$ cat src/rtl/vga_coord_gen_if.sv
// vga_coord_gen_if: coordinate, sync and strobe bundle from the timing generator to pixel-test blocks
interface vga_coord_gen_if;
  logic [11:0] VGA_horzCoord;
  logic [11:0] VGA_vertCoord;
  logic VGA_HS;
  logic VGA_VS;
  logic VGA_active;
  logic PIX_EN;
  logic LINE_END;
  logic FRAME_START;
  modport master (
    output VGA_horzCoord, VGA_vertCoord, VGA_HS, VGA_VS, VGA_active, PIX_EN, LINE_END, FRAME_START
  );
  modport slave (
    input VGA_horzCoord, VGA_vertCoord, VGA_HS, VGA_VS, VGA_active, PIX_EN, LINE_END, FRAME_START
  );
endinterface

$ cat src/rtl/vga_coord_gen.sv
// vga_coord_gen: VGA pixel-enable divider, h/v counters and registered sync/active/strobe decode
module vga_coord_gen #(
  parameter int CLK_DIV = 1,
  parameter int H_ACTIVE = 1280,
  parameter int H_FP = 48,
  parameter int H_SYNC = 112,
  parameter int H_BP = 248,
  parameter int V_ACTIVE = 1024,
  parameter int V_FP = 1,
  parameter int V_SYNC = 3,
  parameter int V_BP = 38,
  parameter bit SYNC_POL = 1'b1
) (
  input logic CLK,
  input logic RESET,
  vga_coord_gen_if.master vga
);
  localparam int H_TOTAL = H_ACTIVE + H_FP + H_SYNC + H_BP;
  localparam int V_TOTAL = V_ACTIVE + V_FP + V_SYNC + V_BP;
  logic [3:0] div, divNext;
  logic [11:0] h, v, hNext, vNext;
  logic pixEn, pixEnNext, activeNext, hsNext, vsNext, lineEndNext, frameStartNext;
  int hi, vi;
  // Coordinates advance on the edge after a PIX_EN cycle; flags decode the post-edge pixel so nothing skews
  always_comb begin
    pixEnNext = div == 4'(CLK_DIV - 1);
    divNext = pixEnNext ? 4'd0 : div + 4'd1;
    hNext = pixEn ? (h == 12'(H_TOTAL - 1) ? 12'd0 : h + 12'd1) : h;
    vNext = (pixEn && h == 12'(H_TOTAL - 1)) ? (v == 12'(V_TOTAL - 1) ? 12'd0 : v + 12'd1) : v;
    hi = int'(hNext);
    vi = int'(vNext);
    activeNext = hi < H_ACTIVE && vi < V_ACTIVE;
    hsNext = (hi >= H_ACTIVE + H_FP && hi < H_ACTIVE + H_FP + H_SYNC) ? SYNC_POL : !SYNC_POL;
    vsNext = (vi >= V_ACTIVE + V_FP && vi < V_ACTIVE + V_FP + V_SYNC) ? SYNC_POL : !SYNC_POL;
    lineEndNext = pixEnNext && hi == H_TOTAL - 1;
    frameStartNext = pixEnNext && hi == 0 && vi == 0;
  end
  always_ff @(posedge CLK) begin
    if (RESET) begin
      div <= '0;
      h <= '0;
      v <= '0;
      pixEn <= 1'b0;
      vga.VGA_active <= 1'b0;
      vga.VGA_HS <= !SYNC_POL;
      vga.VGA_VS <= !SYNC_POL;
      vga.LINE_END <= 1'b0;
      vga.FRAME_START <= 1'b0;
    end else begin
      div <= divNext;
      h <= hNext;
      v <= vNext;
      pixEn <= pixEnNext;
      vga.VGA_active <= activeNext;
      vga.VGA_HS <= hsNext;
      vga.VGA_VS <= vsNext;
      vga.LINE_END <= lineEndNext;
      vga.FRAME_START <= frameStartNext;
    end
  end
  assign vga.VGA_horzCoord = h;
  assign vga.VGA_vertCoord = v;
  assign vga.PIX_EN = pixEn;
endmodule
$ cat src/flat_wrapper.sv
// flat-port wrapper written by rule: the top's interface ports become plain ports
module vga_coord_gen_flat 
#(
  parameter int CLK_DIV = 1,
  parameter int H_ACTIVE = 1280,
  parameter int H_FP = 48,
  parameter int H_SYNC = 112,
  parameter int H_BP = 248,
  parameter int V_ACTIVE = 1024,
  parameter int V_FP = 1,
  parameter int V_SYNC = 3,
  parameter int V_BP = 38,
  parameter bit SYNC_POL = 1'b1
)
  (CLK, RESET, vga_VGA_horzCoord, vga_VGA_vertCoord, vga_VGA_HS, vga_VGA_VS, vga_VGA_active, vga_PIX_EN, vga_LINE_END, vga_FRAME_START);
  vga_coord_gen_if vga_i ();
  input logic CLK;
  input logic RESET;
  output wire logic [$bits(vga_i.VGA_horzCoord)-1:0] vga_VGA_horzCoord;
  output wire logic [$bits(vga_i.VGA_vertCoord)-1:0] vga_VGA_vertCoord;
  output wire logic [$bits(vga_i.VGA_HS)-1:0] vga_VGA_HS;
  output wire logic [$bits(vga_i.VGA_VS)-1:0] vga_VGA_VS;
  output wire logic [$bits(vga_i.VGA_active)-1:0] vga_VGA_active;
  output wire logic [$bits(vga_i.PIX_EN)-1:0] vga_PIX_EN;
  output wire logic [$bits(vga_i.LINE_END)-1:0] vga_LINE_END;
  output wire logic [$bits(vga_i.FRAME_START)-1:0] vga_FRAME_START;
  assign vga_VGA_horzCoord = vga_i.VGA_horzCoord;
  assign vga_VGA_vertCoord = vga_i.VGA_vertCoord;
  assign vga_VGA_HS = vga_i.VGA_HS;
  assign vga_VGA_VS = vga_i.VGA_VS;
  assign vga_VGA_active = vga_i.VGA_active;
  assign vga_PIX_EN = vga_i.PIX_EN;
  assign vga_LINE_END = vga_i.LINE_END;
  assign vga_FRAME_START = vga_i.FRAME_START;
  vga_coord_gen #(.CLK_DIV(CLK_DIV), .H_ACTIVE(H_ACTIVE), .H_FP(H_FP), .H_SYNC(H_SYNC), .H_BP(H_BP), .V_ACTIVE(V_ACTIVE), .V_FP(V_FP), .V_SYNC(V_SYNC), .V_BP(V_BP), .SYNC_POL(SYNC_POL)) u_core (.CLK(CLK), .RESET(RESET), .vga(vga_i));
endmodule
$ cat config.mk
export PLATFORM = sky130hd
export DESIGN_NAME = vga_coord_gen_flat
export DESIGN_NICKNAME = d
export VERILOG_FILES = /design/src/rtl/vga_coord_gen_if.sv /design/src/rtl/vga_coord_gen.sv /design/src/flat_wrapper.sv
export SDC_FILE = /design/constraint.sdc
export NUM_CORES = 1
export LEC_CHECK = 0
export ABC_AREA = 1
export BUFFER_PORTS_ARGS = -buffer_cell sky130_fd_sc_hd__buf_2
export CAP_MARGIN = 20
export CORE_MARGIN = 2
export CORE_UTILIZATION = 51
export CTS_CLUSTER_SIZE = 16
export DETAILED_ROUTE_END_ITERATION = 7
export GPL_TIMING_DRIVEN = 1
export PLACE_DENSITY = 0.76
export RECOVER_POWER = 25
export SLEW_MARGIN = 30
export SYNTH_ARGS = -nofsm -noshare
export SYNTH_HDL_FRONTEND = slang
export SYNTH_SLANG_ARGS = --single-unit
$ cat constraint.sdc
create_clock -name CLK -period 1.8 [get_ports CLK]
set_clock_uncertainty 0.1 [all_clocks]
set_input_delay 0.18 -clock CLK [delete_from_list [all_inputs] [get_ports CLK]]
set_output_delay 0.18 -clock CLK [all_outputs]
set_load 0.05 [all_outputs]
==> impl_metrics.json <==
{
  "drive_above_1_share_pct": 35.1,
  "r2r_start": "u_core.vga.VGA_horzCoord[1]",
  "cts_buffers": 5,
  "fin_nets": 399,
  "cp_max_fo": 6,
  "hold_viol_final": 0,
  "p_sw_share_pct": 26.9,
  "pwr-share-comb_pct": 9.3,
  "drt_iter0_drc": 274,
  "p_leak_nw": 1.23,
  "grt_max_degree": 26,
  "cts_max_level": 2,
  "die_w_um": 67.2,
  "ys_ff_latch": 34,
  "cts_sinks": 34,
  "power_mw": 1.46,
  "hp-class": "input port to flop",
  "violations": "setup timing",
  "cts_tree": "built",
  "fin_setup_tns_ns": -0.0496,
  "initial_utilization_pct": 54.5,
  "hold_depth": 4,
  "vias": 2419,
  "rows": 22,
  "setup_slack_ns": -0.0382,
  "timing.rr.end": "u_core.vga.VGA_VS",
  "yosys_warnings": 0,
  "ys_seq_area_share_pct": 33.4,
  "min-delay-start": "RESET",
  "die_y_um": 67.2,
  "clockBufferDepth": 2,
  "path_clk_slew_ns": 0.07,
  "fin_crit_ns": 1.84,
  "rsz0062_at_grt": "true",
  "ant_nets": 0,
  "final_cells": 441,
  "place_hpwl_um": 4140,
  "irDropWorstVdd_mv": 0.400,
  "p_per_area_nw_per_um2": 520,
  "start_kind": "flop",
  "syn_avg_cell_area_um2": 6.24,
  "place_ws_ns": -0.122,
  "dp.cells": 425,
  "setup_violations": 2,
  "grt_pass1_vias": 2111,
  "r2r_slack_ns": -0.04,
  "min_to": "u_core.vga.VGA_active",
  "arrival_ns": 1.95,
  "maxSlewViolCount": 0,
  "fin_hold_ws_ns": 0.110,
  "drt_drc_violations_left": 0,
  "power_frac_clock_pct": 38.1,
  "insertion_delay_ns": 0.29,
  "synth_area_leaders": "dfxtp_1, nand2_1, nor2_1",
  "maxSlewHeadroom_pct": 59.3,
  "coreArea_um2": 3740,
  "worst_ep_required_time_ns": 1.92,
  "path_class": "flop to flop",
  "io_pins": 32,
  "tightest_slew_ns": 0.614,
  "dieArea_um2": 4520,
  "synth_cells": 327,
  "synth_nets": 334,
  "fin_crit_sh_pct": 102,
  "routedWlPerCell_um": 14.1,
  "grt_overflow": 0,
  "syn_area_um2": 2040,
  "clockRootBuffer": "clkbuf_8",
  "rr_worst_depth": 10,
  "io_buffer_count": 31,
  "synth_cell_types": 28,
  "endpoint_kind": "flop",
  "timing.fmax_mhz": 544,
  "place.gp.congestion": 0.945,
  "drv_cap": 0,
  "synth_area_leader_cell": "dfxtp_1",
  "pwr-share-seq_pct": 52.6,
  "totalWireLength_um": 6240,
  "avgViaCountPerCell": 5.49,
  "fillers": 320,
  "track_usage_pct": 27.9,
  "synth_top_area_share_pct": 33.4,
  "area_growth_pct": 37.7,
  "grt_pass1_wl_um": 9550,
  "diodes": 0,
  "switchingPower_uw": 392,
  "status": "finished with violations",
  "detail_route.first_pass.iterations": 6,
  "internal_power_mw": 1.07,
  "antenna_found_initial": 0
}
power by group through the flow:
stage / clock network, mW / registers [mW] / logic (mW)
2_1_floorplan: 0 / 0.824 / 0.0440
3_5_place_dp: 0 / 0.789 / 0.125
3_3_place_gp: 0 / 0.789 / 0.125
5_1_grt: 0.600 / 0.768 / 0.144
4_1_cts: 0.564 / 0.772 / 0.125
6_report: 0.557 / 0.768 / 0.136
Yosys cell counts:
| master | count |
|---|---|
| ha_1 | 5 |
| nand4_1 | 8 |
| or2_2 | 1 |
| nor2_4 | 1 |
| clkinv_2 | 1 |
| o21bai_1 | 1 |
| o211ai_1 | 1 |
| nor3_1 | 15 |
| buf_2 | 1 |
| nand3b_1 | 2 |
| o21ai_1 | 1 |
| xor2_1 | 4 |
| nand3_2 | 2 |
| nor3_2 | 2 |
| dfxtp_1 | 34 |
| nand3_1 | 36 |
| nor2_1 | 67 |
| xnor2_1 | 2 |
| nand2_2 | 1 |
| nor4_1 | 1 |
| inv_1 | 40 |
| buf_6 | 2 |
| a21oi_1 | 12 |
| o21ai_0 | 7 |
| nand2_1 | 74 |
| buf_4 | 1 |
| inv_2 | 2 |
| clkbuf_1 | 3 |
stage by stage:
step           util [%]  cell area, µm²
2_1_floorplan         -            2080
3_3_place_gp       65.3            2440
3_5_place_dp       65.3            2440
4_1_cts            68.8            2580
5_1_grt            75.0            2810
6_report           75.0            2810
kinds of logic after synthesis:
logic type / share of synthesized area (%)
DFF: 33.4
adders and majority gates: 3.07
AOI/OAI and AO/OA: 5.64
buffers and inverters: 10.2
xor gates and xnor gates: 2.58
and+or+nand+nor: 45.1
worst max-delay path, stage by stage, from the launching register on:
cell	delay (ns)
dfxtp_4	0.36
ha_4	0.16
nand3_2	0.08
nand3b_1	0.20
nor2_4	0.20
o21ai_1	0.09
o21ai_1	0.13
nand2_1	0.09
nor2_1	0.12
nand2_1	0.10
nor2_1	0.11
worst max-delay path by stage:
stage               cells past startpoint  slack, ns                     end                        start
floorplan                               8      0.002  u_core.vga.FRAME_START  u_core.vga.VGA_vertCoord[6]
global placement                       11      -0.02  u_core.vga.FRAME_START  u_core.vga.VGA_horzCoord[0]
detailed placement                     12      -0.12  u_core.vga.FRAME_START  u_core.vga.VGA_horzCoord[0]
CTS                                    10     0.0002  u_core.vga.FRAME_START  u_core.vga.VGA_horzCoord[0]
global route                           11      -0.20       u_core.vga.VGA_VS  u_core.vga.VGA_horzCoord[1]
finish                                 10      -0.04       u_core.vga.VGA_VS  u_core.vga.VGA_horzCoord[1]
registers in the layout, indices dropped and copies added (netlist names):
name,flops
u_core.vga.FRAME_START,1
u_core.vga.VGA_VS,1
u_core.vga.VGA_horzCoord,12
u_core.vga.VGA_vertCoord,12
u_core.vga.LINE_END,1
u_core.vga.PIX_EN,1
u_core.vga.VGA_active,1
u_core.div,4
u_core.vga.VGA_HS,1
cell type report:
class	count	area, µm²	area share, %
multi-input cells	244	1390	49.5
clock inverters	2	8.76	0.312
well taps	48	60.1	2.14
flip-flops and latches	34	717	25.5
inverters	43	163	5.79
repair buffers	64	398	14.2
clock buffers	6	72.6	2.58
routing by layer:
layer	wire length [µm]	up-vias	track usage, %
met5	0	-	0
met4	122	0	8.67
li1	-	1171	-
met2	2760	143	42.9
met1	2720	1084	38.1
met3	630	21	7.33
layout by cell type, fill, tap and decap left out, drive strengths merged:
cell,Yosys,final
nand2,75,75
nor2,68,68
buf,4,54
inv,42,42
nand3,38,39
dfxtp,34,34
nor3,17,17
clkbuf,3,16
a21oi,12,12
nand4,8,8
o21ai,8,8
ha,5,5
xor2,4,4
clkinv,1,3
xnor2,2,2
nand3b,2,2
o21bai,1,1
or2,1,1
nor4,1,1
o211ai,1,1
timing repair:
item                       in CTS  in global routing
pin swaps                       2                 27
resized for setup               5                 62
buffers inserted                3                  4
gates cloned                    1                  0
hold buffers                    0                  0
setup endpoints to repair       3                  9
No activity file was read; power rests on OpenSTA's default activity.
